==> src/rtl/inverter_pkg.sv <==
// -----------------------------------------------------------------------------
// inverter_pkg
// Shared definitions for the inverter PWM controller: FSM state encoding,
// fault cause codes, default carrier period and the center-aligned compare
// calculation used by the top level.
// -----------------------------------------------------------------------------
package inverter_pkg;

  localparam logic [15:0] DEF_PERIOD = 16'd5000;

  typedef enum logic [1:0] {
    ST_IDLE  = 2'd0,
    ST_BOOT  = 2'd1,
    ST_RUN   = 2'd2,
    ST_FAULT = 2'd3
  } pwm_state_e;

  typedef enum logic [1:0] {
    CAUSE_NONE = 2'd0,
    CAUSE_EXT  = 2'd1,
    CAUSE_WDOG = 2'd2
  } fault_cause_e;

  // Compare pair handed to the power leg.
  typedef struct packed {
    logic [15:0] t1;
    logic [15:0] t2;
  } cmp_pair_t;

  // Center-aligned on-window [t1, t2) for a given on-time; 17-bit intermediates.
  function automatic cmp_pair_t calc_cmp(input logic [15:0] period,
                                         input logic [15:0] duty);
    cmp_pair_t r;
    r.t1 = 16'((17'(period) - 17'(duty)) >> 1);
    r.t2 = 16'(17'(r.t1) + 17'(duty));
    return r;
  endfunction

endpackage

==> src/rtl/pwm_carrier_cnt.sv <==
// -----------------------------------------------------------------------------
// pwm_carrier_cnt
// Free-running carrier counter 0..PERIOD-1 with a registered period_tick that
// is high exactly while the counter reads PERIOD-1.
// Ports:
//   sysclk, global_rst  clock / async active-low reset
//   cnt                 carrier counter (16 bit)
//   period_tick         one-cycle pulse coincident with cnt == PERIOD-1
// -----------------------------------------------------------------------------
module pwm_carrier_cnt
  import inverter_pkg::*;
#(
  parameter logic [15:0] PERIOD = DEF_PERIOD
) (
  input  logic        sysclk,
  input  logic        global_rst,
  output logic [15:0] cnt,
  output logic        period_tick
);

  logic [15:0] cnt_nxt_c;

  // Wrap at PERIOD-1.
  always_comb begin
    cnt_nxt_c = (cnt == PERIOD - 16'd1) ? 16'd0 : cnt + 16'd1;
  end

  // Tick is registered from the next count so it aligns with cnt == PERIOD-1.
  always_ff @(posedge sysclk or negedge global_rst) begin
    if (!global_rst) begin
      cnt         <= 16'd0;
      period_tick <= 1'b0;
    end else begin
      cnt         <= cnt_nxt_c;
      period_tick <= (cnt_nxt_c == PERIOD - 16'd1);
    end
  end

endmodule

==> src/rtl/inverter_pwm_ctrl.sv <==
// -----------------------------------------------------------------------------
// inverter_pwm_ctrl
// Single-leg inverter PWM controller: carrier, IDLE/BOOT/RUN/FAULT sequencing,
// duty command handshake and center-aligned compare generation.
// Optional build macro: INVERTER_PWM_WDOG_EN adds a command watchdog that
// faults the leg after WDOG_PERIODS RUN periods without an accepted command.
// Ports:
//   sysclk, global_rst       clock / async active-low reset
//   en                       1 = run request, 0 = stop
//   fault_n                  active-low external fault (already synchronised)
//   fault_clr                single-cycle fault acknowledge
//   cmd_valid/cmd_duty       duty command (on-time in sysclk cycles)
//   cmd_ready                command slot free
//   global_cnt_rising        carrier counter to the leg
//   T1, T2                   leg turn-on / turn-off compares
//   SD                       leg enable (0 = shut down)
//   period_tick              pulse while counter = PERIOD-1
//   state, fault_cause       status
// -----------------------------------------------------------------------------
module inverter_pwm_ctrl
  import inverter_pkg::*;
#(
  parameter logic [15:0]  PERIOD       = DEF_PERIOD,
  parameter logic [15:0]  MAX_DUTY     = 16'd4900,
  parameter int unsigned  BOOT_PERIODS = 8,
  parameter int unsigned  WDOG_PERIODS = 16
) (
  input  logic        sysclk,
  input  logic        global_rst,
  input  logic        en,
  input  logic        fault_n,
  input  logic        fault_clr,
  input  logic        cmd_valid,
  input  logic [15:0] cmd_duty,
  output logic        cmd_ready,
  output logic [15:0] global_cnt_rising,
  output logic [15:0] T1,
  output logic [15:0] T2,
  output logic        SD,
  output logic        period_tick,
  output logic [1:0]  state,
  output logic [1:0]  fault_cause
);

  localparam int unsigned BOOT_W = (BOOT_PERIODS > 1) ? $clog2(BOOT_PERIODS) : 1;

  pwm_state_e   cur_st;
  fault_cause_e cause_q;
  logic [BOOT_W-1:0] boot_cnt;
  logic        pend_valid;
  logic [15:0] pend_duty;
  logic [15:0] duty;

  logic        accept_c;
  logic        last_boot_c;
  logic [15:0] clamp_duty_c;
  logic [15:0] eff_duty_c;
  cmp_pair_t   cmp_c;

  assign state       = cur_st;
  assign fault_cause = cause_q;

  pwm_carrier_cnt #(
    .PERIOD (PERIOD)
  ) u_carrier (
    .sysclk      (sysclk),
    .global_rst  (global_rst),
    .cnt         (global_cnt_rising),
    .period_tick (period_tick)
  );

  // Handshake and compare math; a pending command overrides the held duty.
  always_comb begin
    accept_c     = cmd_valid && cmd_ready;
    clamp_duty_c = (cmd_duty > MAX_DUTY) ? MAX_DUTY : cmd_duty;
    eff_duty_c   = pend_valid ? pend_duty : duty;
    cmp_c        = calc_cmp(PERIOD, eff_duty_c);
    last_boot_c  = (boot_cnt == BOOT_W'(BOOT_PERIODS - 1));
  end

`ifdef INVERTER_PWM_WDOG_EN
  localparam int unsigned WDOG_W = (WDOG_PERIODS > 1) ? $clog2(WDOG_PERIODS) : 1;

  logic [WDOG_W-1:0] wdog_cnt;
  logic              wdog_expire_c;

  assign wdog_expire_c = (cur_st == ST_RUN) && period_tick && !accept_c &&
                         (wdog_cnt == WDOG_W'(WDOG_PERIODS - 1));

  // Counts RUN period ticks since the last accepted command.
  always_ff @(posedge sysclk or negedge global_rst) begin
    if (!global_rst) begin
      wdog_cnt <= '0;
    end else if ((cur_st != ST_RUN) || accept_c) begin
      wdog_cnt <= '0;
    end else if (period_tick) begin
      wdog_cnt <= wdog_cnt + WDOG_W'(1);
    end
  end
`else
  logic unused_wdog_cfg;
  assign unused_wdog_cfg = ^WDOG_PERIODS;
`endif

  // Sequencer with registered leg outputs; external fault wins over everything.
  always_ff @(posedge sysclk or negedge global_rst) begin
    if (!global_rst) begin
      cur_st     <= ST_IDLE;
      cause_q    <= CAUSE_NONE;
      SD         <= 1'b0;
      T1         <= PERIOD;
      T2         <= 16'd0;
      cmd_ready  <= 1'b0;
      pend_valid <= 1'b0;
      pend_duty  <= 16'd0;
      duty       <= 16'd0;
      boot_cnt   <= '0;
    end else if (!fault_n) begin
      cur_st     <= ST_FAULT;
      cause_q    <= CAUSE_EXT;
      SD         <= 1'b0;
      T1         <= PERIOD;
      T2         <= 16'd0;
      cmd_ready  <= 1'b0;
      pend_valid <= 1'b0;
    end else begin
      case (cur_st)
        ST_IDLE: begin
          if (period_tick && en) begin
            cur_st    <= ST_BOOT;
            boot_cnt  <= '0;
            SD        <= 1'b1;
            cmd_ready <= 1'b1;
          end
        end
        ST_BOOT, ST_RUN: begin
          if (!en) begin
            cur_st     <= ST_IDLE;
            SD         <= 1'b0;
            T1         <= PERIOD;
            T2         <= 16'd0;
            cmd_ready  <= 1'b0;
            pend_valid <= 1'b0;
          end
`ifdef INVERTER_PWM_WDOG_EN
          else if (wdog_expire_c) begin
            cur_st     <= ST_FAULT;
            cause_q    <= CAUSE_WDOG;
            SD         <= 1'b0;
            T1         <= PERIOD;
            T2         <= 16'd0;
            cmd_ready  <= 1'b0;
            pend_valid <= 1'b0;
          end
`endif
          else begin
            if (period_tick) begin
              // BOOT keeps T1/T2 parked until its last tick, which loads RUN compares.
              if ((cur_st == ST_RUN) || last_boot_c) begin
                cur_st     <= ST_RUN;
                T1         <= cmp_c.t1;
                T2         <= cmp_c.t2;
                duty       <= eff_duty_c;
                pend_valid <= 1'b0;
                cmd_ready  <= 1'b1;
              end else begin
                boot_cnt <= boot_cnt + BOOT_W'(1);
              end
            end
            // cmd_ready implies no pending, so accept never collides with consume.
            if (accept_c) begin
              pend_valid <= 1'b1;
              pend_duty  <= clamp_duty_c;
              cmd_ready  <= 1'b0;
            end
          end
        end
        ST_FAULT: begin
          if (fault_clr) begin
            cur_st  <= ST_IDLE;
            cause_q <= CAUSE_NONE;
          end
        end
      endcase
    end
  end

endmodule
==> config.mk <==
export PLATFORM = sky130hd
export DESIGN_NAME = inverter_pwm_ctrl
export DESIGN_NICKNAME = d
export VERILOG_FILES = /design/src/rtl/inverter_pkg.sv /design/src/rtl/pwm_carrier_cnt.sv /design/src/rtl/inverter_pwm_ctrl.sv
export SDC_FILE = /design/constraint.sdc
export NUM_CORES = 1
export LEC_CHECK = 0
export BUFFER_PORTS_ARGS = -buffer_cell sky130_fd_sc_hd__buf_2
export CAP_MARGIN = 20
export CORE_MARGIN = 2
export CORE_UTILIZATION = 30
export CTS_BUF_LIST = sky130_fd_sc_hd__clkbuf_8
export DETAILED_ROUTE_END_ITERATION = 8
export PLACE_DENSITY = 0.55
export SYNTH_ARGS = -nofsm -noshare
export SYNTH_HDL_FRONTEND = slang
export SYNTH_HIERARCHICAL = 1
export SYNTH_SLANG_ARGS = --single-unit
==> constraint.sdc <==
create_clock -name sysclk -period 3.9 [get_ports sysclk]
set_clock_uncertainty 0.05 [all_clocks]
set_input_delay 0.195 -clock sysclk [delete_from_list [all_inputs] [get_ports sysclk]]
set_output_delay 0.195 -clock sysclk [all_outputs]
set_load 0.01 [all_outputs]
==> metrics <==
filler instances 1723; clock transition at the registers of the reported paths 0.10 ns; htree depth 3; num rows 47; Final #Nets 685; core box area 16700 µm²; total power 2.193 mW; DR pass1 iterations 5; Reg2Reg Setup Slack 0.18 ns; critical path peak fanout 13; switching part of the total power 29.61%; Placed Cells 828; max incr delay on CP 0.39 ns; pin count of the biggest net entering global routing 65; P_sw 0.6493 mW; routed len/inst 15.23 µm; max-slew violations 0; initial antenna violation count 0; most used cell, CP ha_1; CP Cell Sequence buf_6, mux2i_1, ha_1, nand2b_1, a32oi_2, xnor2_1, ha_1, nand2_1, o41ai_4, o21ai_1, a21oi_2, o21ai_4, a21boi_2, o21ai_0, a32o_1; worst hold slack 0.03536 ns; die height 135.3 µm; Die Width 135.3 µm; Post-synth EDFFs 0; Iteration-0 DRC Markers 293; root buf cell clkbuf_8; startpoint types register; crit end category register; hold path depth 2; max frequency 269.2 MHz; post-place setup slack 0.04139 ns; number of buffers created by CTS 9; fin crit share 95.26%; via count 4326; Internal 1.543 mW; design area 6322 µm²; Flop pwr share 47.3%; max cap viols 0; I/O pins 77; routed wire length 13170 µm; post-route ant nets 0; final core occ 37.86%; Placer Congestion 0.8819; Clock Path Buffers 2; Port Buf Inserts 75; most frequent cells in the layout dfrtp_1, buf_2, nand2_1; r2r worst-path depth 15; Hold EP fault_cause[0]$_DFFE_PN0P_; Syn Nets 588; dpl hpwl 9655 µm; Hold/Removal Path Class input port to register; CTS tree yes; Die ar. 18300 µm²; Period minus WS final 3.715 ns; Req. time, crit path 4.12 ns; register area share after synthesis 43.69%; fin cells 865; register area 2258 µm²; final setup fails 0; share of cells above drive strength 1 23.57%; Pwr Density 346.8 nW/µm²; Reg2Reg Launch Point pend_valid$_DFFE_PN0P_; Post-synth top flop dfrtp_1; Max-slew headroom 46.25%; worst-skew pair later-pin latency 0.38 ns; worst r2r dst T2[8]$_DFFE_PN0P_; Hold Crit Start fault_n; worst slew pin tran 0.8062 ns; multi-input logic area 2765 µm²; Final Hold Viols 0; first-pass GRT wire length 21640 µm; slowest stage cell, crit path ha_1; Pleak 3.076 nW; worst vdd ir 0.0001704 V; n_diodes 0; Clock power frac 34.4%; register bit count reported by yosys 90; Gate power share 18.3%; routed vias/inst 5.001; setup_tns 0 ns; most common cell after layout, fill and taps aside dfrtp_1; number of global-route vias before repair 4252; # DRC 0; # clock sinks 90; library cells used by synthesis 73; Post-DP Area 5813 µm²; Crit Path Category register to register; Area Growth Syn to Fin 22.32%; GR Overflow Total 0; Initial Util 30.95%; critical path arrival 3.94 ns; Mapped Cells 543; Avg Cell Area, Syn 9.519 µm²; status complete, no violations; Post-Synthesis Cell Area 5169 µm²; FFs w/ async S/R, synth 100.0%; GRT Util Overall 14.87%; setup ws final 0.1848 ns; yosys warns 6
-- per-layer routing --
metal | GRT usage [%] | up-vias | routed length (µm)
met3 | 4.639 | 21 | 752
met2 | 23.46 | 106 | 5911
li1 | - | 2127 | -
met4 | 4.340 | 0 | 219
met1 | 19.69 | 2072 | 6286
met5 | 0 | - | 0
-- power groups by stage --
stage	Clock, mW	Sequential (mW)	Combinational (mW)
after CTS	0.785	1.04	0.403
final	0.755	1.04	0.402
after floorplan	0	1.05	0.267
after detailed placement	0	1.05	0.390
after global placement	0	1.05	0.386
after global routing	0.826	1.05	0.454
-- sequential cells by signal, indices dropped and copies added, names as in the netlist --
signal and count:
T1 16, T2 16, duty 16, pend_duty 16
u_carrier/cnt 16, boot_cnt 3, state 2, SD 1
cmd_ready 1, fault_cause 1, pend_valid 1, u_carrier/period_tick 1
-- worst max path at each step --
stage	start	endpoint	cells after the start
3_5_place_dp	pend_valid$_DFFE_PN0P_	T2[14]$_DFFE_PN0P_	16
6_report	pend_valid$_DFFE_PN0P_	T2[8]$_DFFE_PN0P_	15
2_1_floorplan	pend_valid$_DFFE_PN0P_	T2[15]$_DFFE_PN0P_	18
4_1_cts	pend_valid$_DFFE_PN0P_	T2[8]$_DFFE_PN0P_	15
3_3_place_gp	pend_valid$_DFFE_PN0P_	T2[14]$_DFFE_PN0P_	16
5_1_grt	pend_valid$_DFFE_PN0P_	T2[13]$_DFFE_PN0P_	16
-- final cells by class --
type / instances / area share (%)
well taps: 220 / 4.354
clock buffers: 11 / 2.395
multi-input cells: 403 / 43.74
clock inverters: 5 / 1.346
inverters: 24 / 1.425
flip-flops and latches: 90 / 35.72
repair buffers: 112 / 11.02
-- cells by family after synthesis --
family | share of synthesized area, %
other cells | 0.07255
buf+inv | 4.284
flops | 43.69
compound gates | 19.03
mux | 3.776
xor+xnor | 6.270
fa+ha+maj | 5.568
simple gates | 17.31
-- synth_stat cells (all sizes together), types with 3 or more instances --
library cell,number,area share (%)
dfrtp,85,41
nand2,57,4.1
nor2,51,3.8
o21ai,38,3.9
xnor2,29,4.9
a21oi,25,2.6
inv,24,1.7
ha,23,5.6
nand3,22,2.1
a22o,18,3.1
clkbuf,17,1.3
mux2i,16,3.3
a31oi,11,1.5
nor3,10,1.1
buf,9,1.3
o22a,8,1.4
xor2,8,1.4
a21o,7,1.0
nand4,7,0.97
a211oi,5,0.92
and2,5,0.61
and3,5,0.63
dfstp,5,2.5
nand2b,5,0.65
nor2b,5,0.61
a21boi,3,0.51
a32o,3,0.58
nor4b,3,0.51
o31ai,3,0.44
-- worst max-delay path: cells and delay by family (launching register included) --
family / cells / cell delay [ns]
mux: 1 / 0.25
xor+xnor: 1 / 0.17
flops: 1 / 0.38
fa+ha+maj: 2 / 0.62
compound gates: 8 / 1.73
simple gates: 2 / 0.21
buf+inv: 1 / 0.18
-- what timing repair did --
action / in CTS / in global routing
hold buffers: 15 / 0
setup endpoints to repair: 1 / 8
endpoints found under the hold margin: 72 / 0
pin swaps: 0 / 2
setup buffers: 0 / 6
gates resized for setup: 1 / 14
(Power assumes the default switching activity.)
